<file path="src/rtl/captura_numero.sv">
// captura_numero: samples an 11x11 patch from a raster pixel stream. Each cell is the floor mean
// of a 2^SCALE_LOG2-square block of source pixels; the finished patch is held under valid/ready.
module captura_numero #(
   parameter int SCALE_LOG2 = 2
) (
   input  logic                   clk,
   input  logic                   rst_n,
   input  logic                   start,
   input  logic                   abort,
   input  logic [9:0]             orig_x,
   input  logic [9:0]             orig_y,
   input  logic                   pix_valid,
   input  logic [9:0]             pix_x,
   input  logic [9:0]             pix_y,
   input  logic [7:0]             pix_data,
   input  logic                   patch_ready,
   output logic [10:0][10:0][7:0] numero,
   output logic                   patch_valid,
   output logic                   busy,
   output logic [1:0]             dbg_state
);
   localparam int S  = SCALE_LOG2;
   localparam int AW = 8 + 2 * S;
   localparam logic [10:0] WIN = 11'(11 << S);

   typedef enum logic [1:0] {
      IDLE    = 2'd0,
      CAPTURE = 2'd1,
      HOLD    = 2'd2
   } state_t;

   state_t        state, state_nxt;
   logic [9:0]    ox, oy;
   logic [AW-1:0] acc [11];
   logic [10:0]   dx, dy;
   logic [3:0]    col, row;
   logic          in_win, close, hit, last_cell;
   logic [AW-1:0] acc_sel, sum;

   // Window geometry is evaluated in 11 bits so an origin near 1023 cannot wrap into range.
   always_comb begin
      dx      = {1'b0, pix_x} - {1'b0, ox};
      dy      = {1'b0, pix_y} - {1'b0, oy};
      in_win  = pix_valid && (pix_x >= ox) && (dx < WIN) && (pix_y >= oy) && (dy < WIN);
      col     = dx[S+3:S];
      row     = dy[S+3:S];
      close   = (&dx[S-1:0]) && (&dy[S-1:0]);
      acc_sel = '0;
      for (int c = 0; c < 11; c++) begin
         if (col == 4'(c)) acc_sel = acc[c];
      end
      sum       = acc_sel + AW'(pix_data);
      hit       = (state == CAPTURE) && in_win;
      last_cell = hit && close && (row == 4'd10) && (col == 4'd10);
   end

   always_comb begin
      state_nxt = state;
      case (state)
         IDLE:    if (start) state_nxt = CAPTURE;
         CAPTURE: if (last_cell) state_nxt = HOLD;
         HOLD:    if (patch_ready) state_nxt = IDLE;
         default: state_nxt = IDLE;
      endcase
      if (abort) state_nxt = IDLE;
   end

   always_ff @(posedge clk or negedge rst_n) begin
      if (!rst_n) state <= IDLE;
      else        state <= state_nxt;
   end

   // One accumulator per column: a raster row of cells is summed left to right, and each
   // accumulator is emptied as its cell's bottom-right pixel arrives.
   always_ff @(posedge clk or negedge rst_n) begin
      if (!rst_n) begin
         ox     <= '0;
         oy     <= '0;
         numero <= '0;
         for (int c = 0; c < 11; c++) acc[c] <= '0;
      end else if (abort) begin
         for (int c = 0; c < 11; c++) acc[c] <= '0;
      end else if (state == IDLE && start) begin
         ox <= orig_x;
         oy <= orig_y;
         for (int c = 0; c < 11; c++) acc[c] <= '0;
      end else if (hit) begin
         for (int c = 0; c < 11; c++) begin
            if (col == 4'(c)) begin
               if (close) begin
                  acc[c] <= '0;
                  for (int r = 0; r < 11; r++) begin
                     if (row == 4'(r)) numero[r][c] <= sum[AW-1:2*S];
                  end
               end else begin
                  acc[c] <= sum;
               end
            end
         end
      end
   end

   // Handshake: the patch transfers on any rising edge where patch_valid and patch_ready are both 1.
   assign patch_valid = (state == HOLD);
   assign busy        = (state != IDLE);
   assign dbg_state   = state;
endmodule

</file>
<file path="config.mk">
export PLATFORM = sky130hd
export DESIGN_NAME = captura_numero
export DESIGN_NICKNAME = d
export VERILOG_FILES = /design/src/rtl/captura_numero.sv
export SDC_FILE = /design/constraint.sdc
export NUM_CORES = 2
export LEC_CHECK = 0
export BUFFER_PORTS_ARGS = -buffer_cell sky130_fd_sc_hd__buf_2
export CORE_AREA = 5 5 394 396
export CTS_CLUSTER_DIAMETER = 40
export CTS_CLUSTER_SIZE = 28
export DETAILED_ROUTE_END_ITERATION = 10
export DIE_AREA = 0 0 399 401
export HOLD_SLACK_MARGIN = 0.15
export PLACE_DENSITY = 0.45
export SYNTH_ARGS = -nofsm -noshare
export SYNTH_HDL_FRONTEND = slang
export SYNTH_SLANG_ARGS = --single-unit
</file>
<file path="constraint.sdc">
create_clock -name clk -period 7.4 [get_ports clk]
set_input_delay 1.48 -clock clk [delete_from_list [all_inputs] [get_ports clk]]
set_output_delay 1.48 -clock clk [all_outputs]
set_load 0.03 [all_outputs]
</file>
=== Yosys cells after proc, flatten, opt, wreduce, memory -nomap -nowiden ===
Index checks and enable logic that the tools add are counted.

* Flip-flop bits (word level): 1122
* Input port bits: 54
* Output and inout port bits: 972
* Logic and storage cells: 362

* $add $sub $neg: 3
* $lt $le $gt $ge: 4
* Equality and inequality tests: 25
* Mux-type cells: 31
* Bitwise operators: 2
* Reductions and logical operators: 162

{| class="wikitable"
|+ Operator list
! kind !! number
|-
| AND reduction 6 bit || 121
|-
| 2-to-1 mux 132 bit || 3
|-
| 2-to-1 mux 12 bit || 23
|-
| nonzero test 3 bit || 12
|-
| equality test 4 x 3 -> 1 bit (second input constant) || 8
|-
| AND reduction 2 bit || 14
|-
| equality test 4 bit (second input constant) || 6
|-
| < comparator 11 x 6 -> 1 bit (second input constant) || 2
|-
| subtractor 10 x 10 -> 11 bit || 2
|-
| greater-or-equal comparator 10 bit || 2
|-
| equality test 4 x 2 -> 1 bit (second input constant) || 4
|-
| adder 12 x 8 -> 12 bit || 1
|-
| logical AND 1 bit || 10
|-
| != test 3 bit (second input constant) || 3
|-
| equality test 4 x 1 -> 1 bit (second input constant) || 2
|-
| logical NOT 4 bit || 2
|-
| 2-to-1 mux 2 bit || 4
|-
| one-hot mux 2 bit (3 select lines) || 1
|-
| AND reduction 3 bit || 1
|-
| equality test 2 x 1 -> 1 bit (second input constant) || 1
|-
| equality test 2 bit (second input constant) || 1
|-
| logical NOT 2 bit || 1
|-
| NOT 1 bit || 2
|-
| nonzero test 2 bit || 1
|}

=== Longest topological paths before layout ===
* Depth after elaboration: 19
* Gate-level depth with buffers: 27
* Depth with buffers taken out: 22

=== Worst setup path before layout ===
Ideal clock, no wire load.

* Path type: in2reg
* From: input pix_x[0]
* To: register acc[105] in the netlist's numbering
* Library setup time: 0.078 ns
* Arrival time: 6.218 ns
* Required time: 7.322 ns
* Setup slack: 1.104 ns
* Stages on the path: 25
* Path buffers: 5
* Cell sequence: inv_1 > ha_1 > fa_1 > buf_2 > nand2_1 > a211oi_1 > or4_4 > buf_6 > clkbuf_1 > a22oi_1 > o21ai_0 > a222oi_1 > o2111ai_1 > ha_1 > a21o_1 > a21oi_1 > o21ai_0 > a31o_2 > a21o_1 > o311a_1 > xnor2_1 > buf_2 > buf_2 > or3_1 > a21oi_1

* Longest elaborated chain between the ends: 19
* Elaborated cells between the ends (all ways): 41
* Classes of those cells: 2 x add/sub; 2 x order compare; 10 x eq/ne; 16 x mux; 11 x reduce/logical

{| class="wikitable"
|+ Ends and longest elaborated chain
! element !! RTL line !! text
|-
| from (decl) || 13 || <nowiki>input logic [9:0] pix_x,</nowiki>
|-
| subtractor 10 x 10 -> 11 bit || 42 || <nowiki>dx = {1'b0, pix_x} - {1'b0, ox};</nowiki>
|-
| logical NOT 4 bit || 50 || <nowiki>if (col == 4'(c)) acc_sel = acc[c];</nowiki>
|-
| 2-to-1 mux 12 bit (11 in a row) || 50 ||
|-
| adder 12 x 8 -> 12 bit || 52 || <nowiki>sum = acc_sel + AW'(pix_data);</nowiki>
|-
| 2-to-1 mux 12 bit || 90 || <nowiki>if (close) begin</nowiki>
|-
| 2-to-1 mux 12 bit || 89 || <nowiki>if (col == 4'(c)) begin</nowiki>
|-
| 2-to-1 mux 132 bit || 87 || <nowiki>end else if (hit) begin</nowiki>
|-
| 2-to-1 mux 132 bit || 83 || <nowiki>end else if (state == IDLE && start) begin</nowiki>
|-
| 2-to-1 mux 132 bit || 81 || <nowiki>end else if (abort) begin</nowiki>
|-
| to (signal, indexed assignment) || 96 || <nowiki>acc[c] <= sum;</nowiki>
|-
| to (decl) || 34 || <nowiki>logic [AW-1:0] acc [11];</nowiki>
|}

Several ways; a longest one is shown, not always the timed one. The select of a mux whose other input is x is not followed.
A chain may end at the register's enable or synchronous reset.

=== Final worst setup path ===
* From: input pix_x[0]
* To: register numero[358] in the netlist's numbering

* Longest elaborated chain between the ends: 14
* Elaborated cells between the ends (all ways): 34
* Classes of those cells: 2 x add/sub; 2 x order compare; 10 x eq/ne; 11 x mux; 9 x reduce/logical

{| class="wikitable"
|+ Ends and longest elaborated chain
! element !! RTL line !! text
|-
| subtractor 10 x 10 -> 11 bit || 42 ||
|-
| logical NOT 4 bit || 50, 89 ||
|-
| 2-to-1 mux 12 bit (11 in a row) || 50 ||
|-
| adder 12 x 8 -> 12 bit || 52 ||
|-
| to (signal, indexed assignment) || 93 || <nowiki>if (row == 4'(r)) numero[r][c] <= sum[AW-1:2*S];</nowiki>
|-
| to (decl) || 17 || <nowiki>output logic [10:0][10:0][7:0] numero,</nowiki>
|}

Several ways; a longest one is shown, not always the timed one.

==> qor.yml <==
critical_path:
  cp-start-kind: "input port"
  arrival_ns: 7.03
  worstSetupPathType: "in2reg"
  worstPathRequired_ns: 8.03
  end_kind: "flip-flop"
  crit_path_max_fanout: 47
grt:
  grt_pass1_vias: 36900
  grt_overflow: 0
  track_usage: 0.251
  grt_max_degree: 139
  grt_pass1_wl_mm: 291
  antenna_found_initial: 13
synthesis:
  synth_flop_cell: "dfrtp_1"
  yosysWarnings: 0
  async_reset_ff_frac: 1.00
  ys_ff_latch: 1122
  synthCells: 4449
  synth_nets: 4536
  yosysSeqAreaShare: 0.626
  synth_cell_types: 76
  synth_edf_count: 0
  syn_area_per_cell_um2: 10.1
  syn-cell-area_mm2: 0.0449
routing:
  wirelength_mm: 206
  drtPass1Iterations: 6
  vias: 38000
  vias_per_cell: 4.96
  initialDrtViolationCount: 2984
  drc: 0
  drtAntennaViolNets: 0
  wl_per_cell_um: 26.9
clocking:
  cts.clk_slew.worst_paths_ns: 0.05
  clk_latency_ns: 0.82
  post_cts_buffers: 0
  cts.htree.levels: 4
  cts_made_buffers: 195
  root_buffer: "clkbuf_16"
  cts_repair_resize_count: 0
  cts_hold_buffers: 0
  cts_tree: "yes"
  clock_sinks: 1122
  clk_path_buf_depth: 3
sta:
  maxSlewHeadroom: 0.136
  worstMarginPinSlew_ns: 1.29
  fin_crit_ns: 6.40
  setup_viol: 0
  hold_violations: 0
  drv_slew: 0
  timing.hold.ws_ns: 0.466
  finalCritPeriodShare: 0.865
  fin_tns_setup_ns: 0
  finClkSkew_ns: 0.0627
  fmax_mhz: 156
  rsz0062_at_grt: "no"
placed_design:
  dp_hpwl_mm: 150
  dpl_cell_area_mm2: 0.0525
  placed_cells: 7284
  numPortBuffers: 1025
  gp_congestion: 0.889
die:
  die_w_um: 399
  dieArea_mm2: 0.160
  io_pins: 1026
  start_util: 0.297
  coreArea_mm2: 0.151
  num_rows: 143
  die_y_um: 401
pwr:
  pwr_density_cell_mw_per_mm2: 311
  swShare: 0.284
  p_comb_frac: 0.131
  pwr-share-seq: 0.336
  ir_drop_mv: 0.224
  clkPwrFrac: 0.533
  p_switching_w: 0.00527
  p_leak_nw: 29.7
  p_int_w: 0.0133
hold_path:
  hp-class: "reg2reg"
final_layout:
  syn_to_final_growth_pct: 33.4
  utilization: 0.396
  stdcell_count: 7657
  drive_gt1_frac: 0.285
  nets: 5538
  final_area_mm2: 0.0599
status:
  outcome: "finished clean"
flow_run:
  timing.max_cap.violations: 0
## per-stage QoR
step | total power, W | setup WS (ns)
after floorplan | 0.00750 | 1.10
after global placement | 0.00879 | 0.339
after detailed placement | 0.00879 | 0.281
after CTS | 0.0188 | 1.15
after global routing | 0.0192 | 0.716
final | 0.0186 | 1.00
## layout by cell type, fill, tap and decap left out, types with 10 or more instances in the layout
| cell type | instances |
|---|---|
| clkbuf_8 | 32 |
| a21oi_1 | 67 |
| a222oi_1 | 10 |
| o41ai_1 | 37 |
| buf_4 | 100 |
| clkbuf_16 | 198 |
| nor2_1 | 86 |
| mux2i_1 | 20 |
| o21ai_0 | 864 |
| nand3_1 | 203 |
| bufinv_16 | 36 |
| inv_6 | 14 |
| ha_1 | 30 |
| and3_1 | 10 |
| nor3_1 | 15 |
| o31ai_1 | 137 |
| clkbuf_1 | 24 |
| clkinvlp_4 | 17 |
| nand2_1 | 1128 |
| inv_1 | 41 |
| clkinv_4 | 14 |
| nand2b_1 | 18 |
| buf_12 | 28 |
| mux2_2 | 46 |
| clkinv_2 | 19 |
| a22oi_1 | 16 |
| or3_1 | 11 |
| dfrtp_1 | 1122 |
| a31oi_1 | 41 |
| buf_2 | 1024 |
## flip-flops by register name, summed over array words and instances, names as in the netlist
| register | cells |
|---|---|
| numero | 968 |
| oy | 10 |
| ox | 10 |
| dbg_state | 2 |
| acc | 132 |
## cells in the mapped netlist (19+ instances only)
cell      number  share of area
o31ai_1      137          0.023
buf_2        123          0.014
o41ai_1       37         0.0072
nor2_1        90         0.0075
ha_1          30         0.0084
mux2_2        46          0.012
a31oi_1       42         0.0059
nor3_1        19         0.0021
a21oi_1       68         0.0076
nand2_1     1128          0.094
inv_1         41         0.0034
nand3_1      205          0.023
mux2i_1       20         0.0045
o21ai_0      866          0.097
clkbuf_1     206          0.017
dfrtp_1     1122           0.63
## final timing paths
kind                       cells past startpoint   startpoint          end  slack, ns
max                                           25     pix_x[0]  numero[358]       1.00
min                                            2  numero[838]  numero[838]       0.47
max reg2reg                                   23        ox[0]  numero[358]       1.43
min reg2reg                                    2  numero[838]  numero[838]       0.47
max in group asynchronous                      3        rst_n  numero[884]       4.95
min in group asynchronous                      1        rst_n  numero[589]       0.67
## routing by layer
| metal | part of all wire | wire length, um | track usage | vias to the layer above |
|---|---|---|---|---|
| met5 | 0.000068 | 14 | 0 | - |
| met4 | 0.039 | 8070 | 0.0910 | 2 |
| met3 | 0.071 | 14600 | 0.0631 | 345 |
| met2 | 0.49 | 101000 | 0.424 | 1316 |
| met1 | 0.40 | 82800 | 0.310 | 18900 |
| li1 | - | - | - | 17400 |
## final cells by class
class / instances / area [um^2]
Antenna cell: 8 / 20.0
Clock buffer: 254 / 5490
Clock inverter: 111 / 1840
Fill cell: 15300 / 91300
Inverter: 41 / 154
Multi-Input combinational cell: 2938 / 15300
Sequential cell: 1122 / 28100
Tap cell: 2030 / 2540
Timing Repair Buffer: 1153 / 6450
## critical path, cell delays in order
cell,delay (ns)
buf_2,0.08
inv_1,0.04
ha_1,0.25
fa_1,0.52
nand2b_1,0.23
a21oi_2,0.23
xnor2_2,0.24
nor4_2,0.39
a22o_1,0.20
a221oi_1,0.05
a31oi_1,0.34
ha_1,0.24
inv_1,0.06
fa_1,0.37
nor2b_1,0.17
o21ai_0,0.11
nand2b_1,0.15
a31oi_1,0.18
o21bai_1,0.17
a21o_1,0.27
nand3_1,0.26
xor2_4,0.30
buf_12,0.27
buf_12,0.26
a31oi_1,0.12
## cells by family after synthesis
family                     synth area share
and+or+nand+nor                       0.145
AOI/OAI and AO/OA                     0.161
DFF                                   0.626
buffers and inverters                0.0377
muxes                                0.0175
adders and majority gates           0.00971
xor gates and xnor gates            0.00346
## power by group through the flow
| stage | Sequential [W] | Clock (W) | Combinational [W] |
|---|---|---|---|
| floorplan | 0.00634 | 0 | 0.00116 |
| detailed placement | 0.00635 | 0 | 0.00244 |
| CTS | 0.00625 | 0.0101 | 0.00245 |
| finish | 0.00625 | 0.00991 | 0.00243 |
| global route | 0.00625 | 0.0104 | 0.00258 |
| global placement | 0.00635 | 0 | 0.00244 |
No activity file was read; power rests on OpenSTA's default activity.
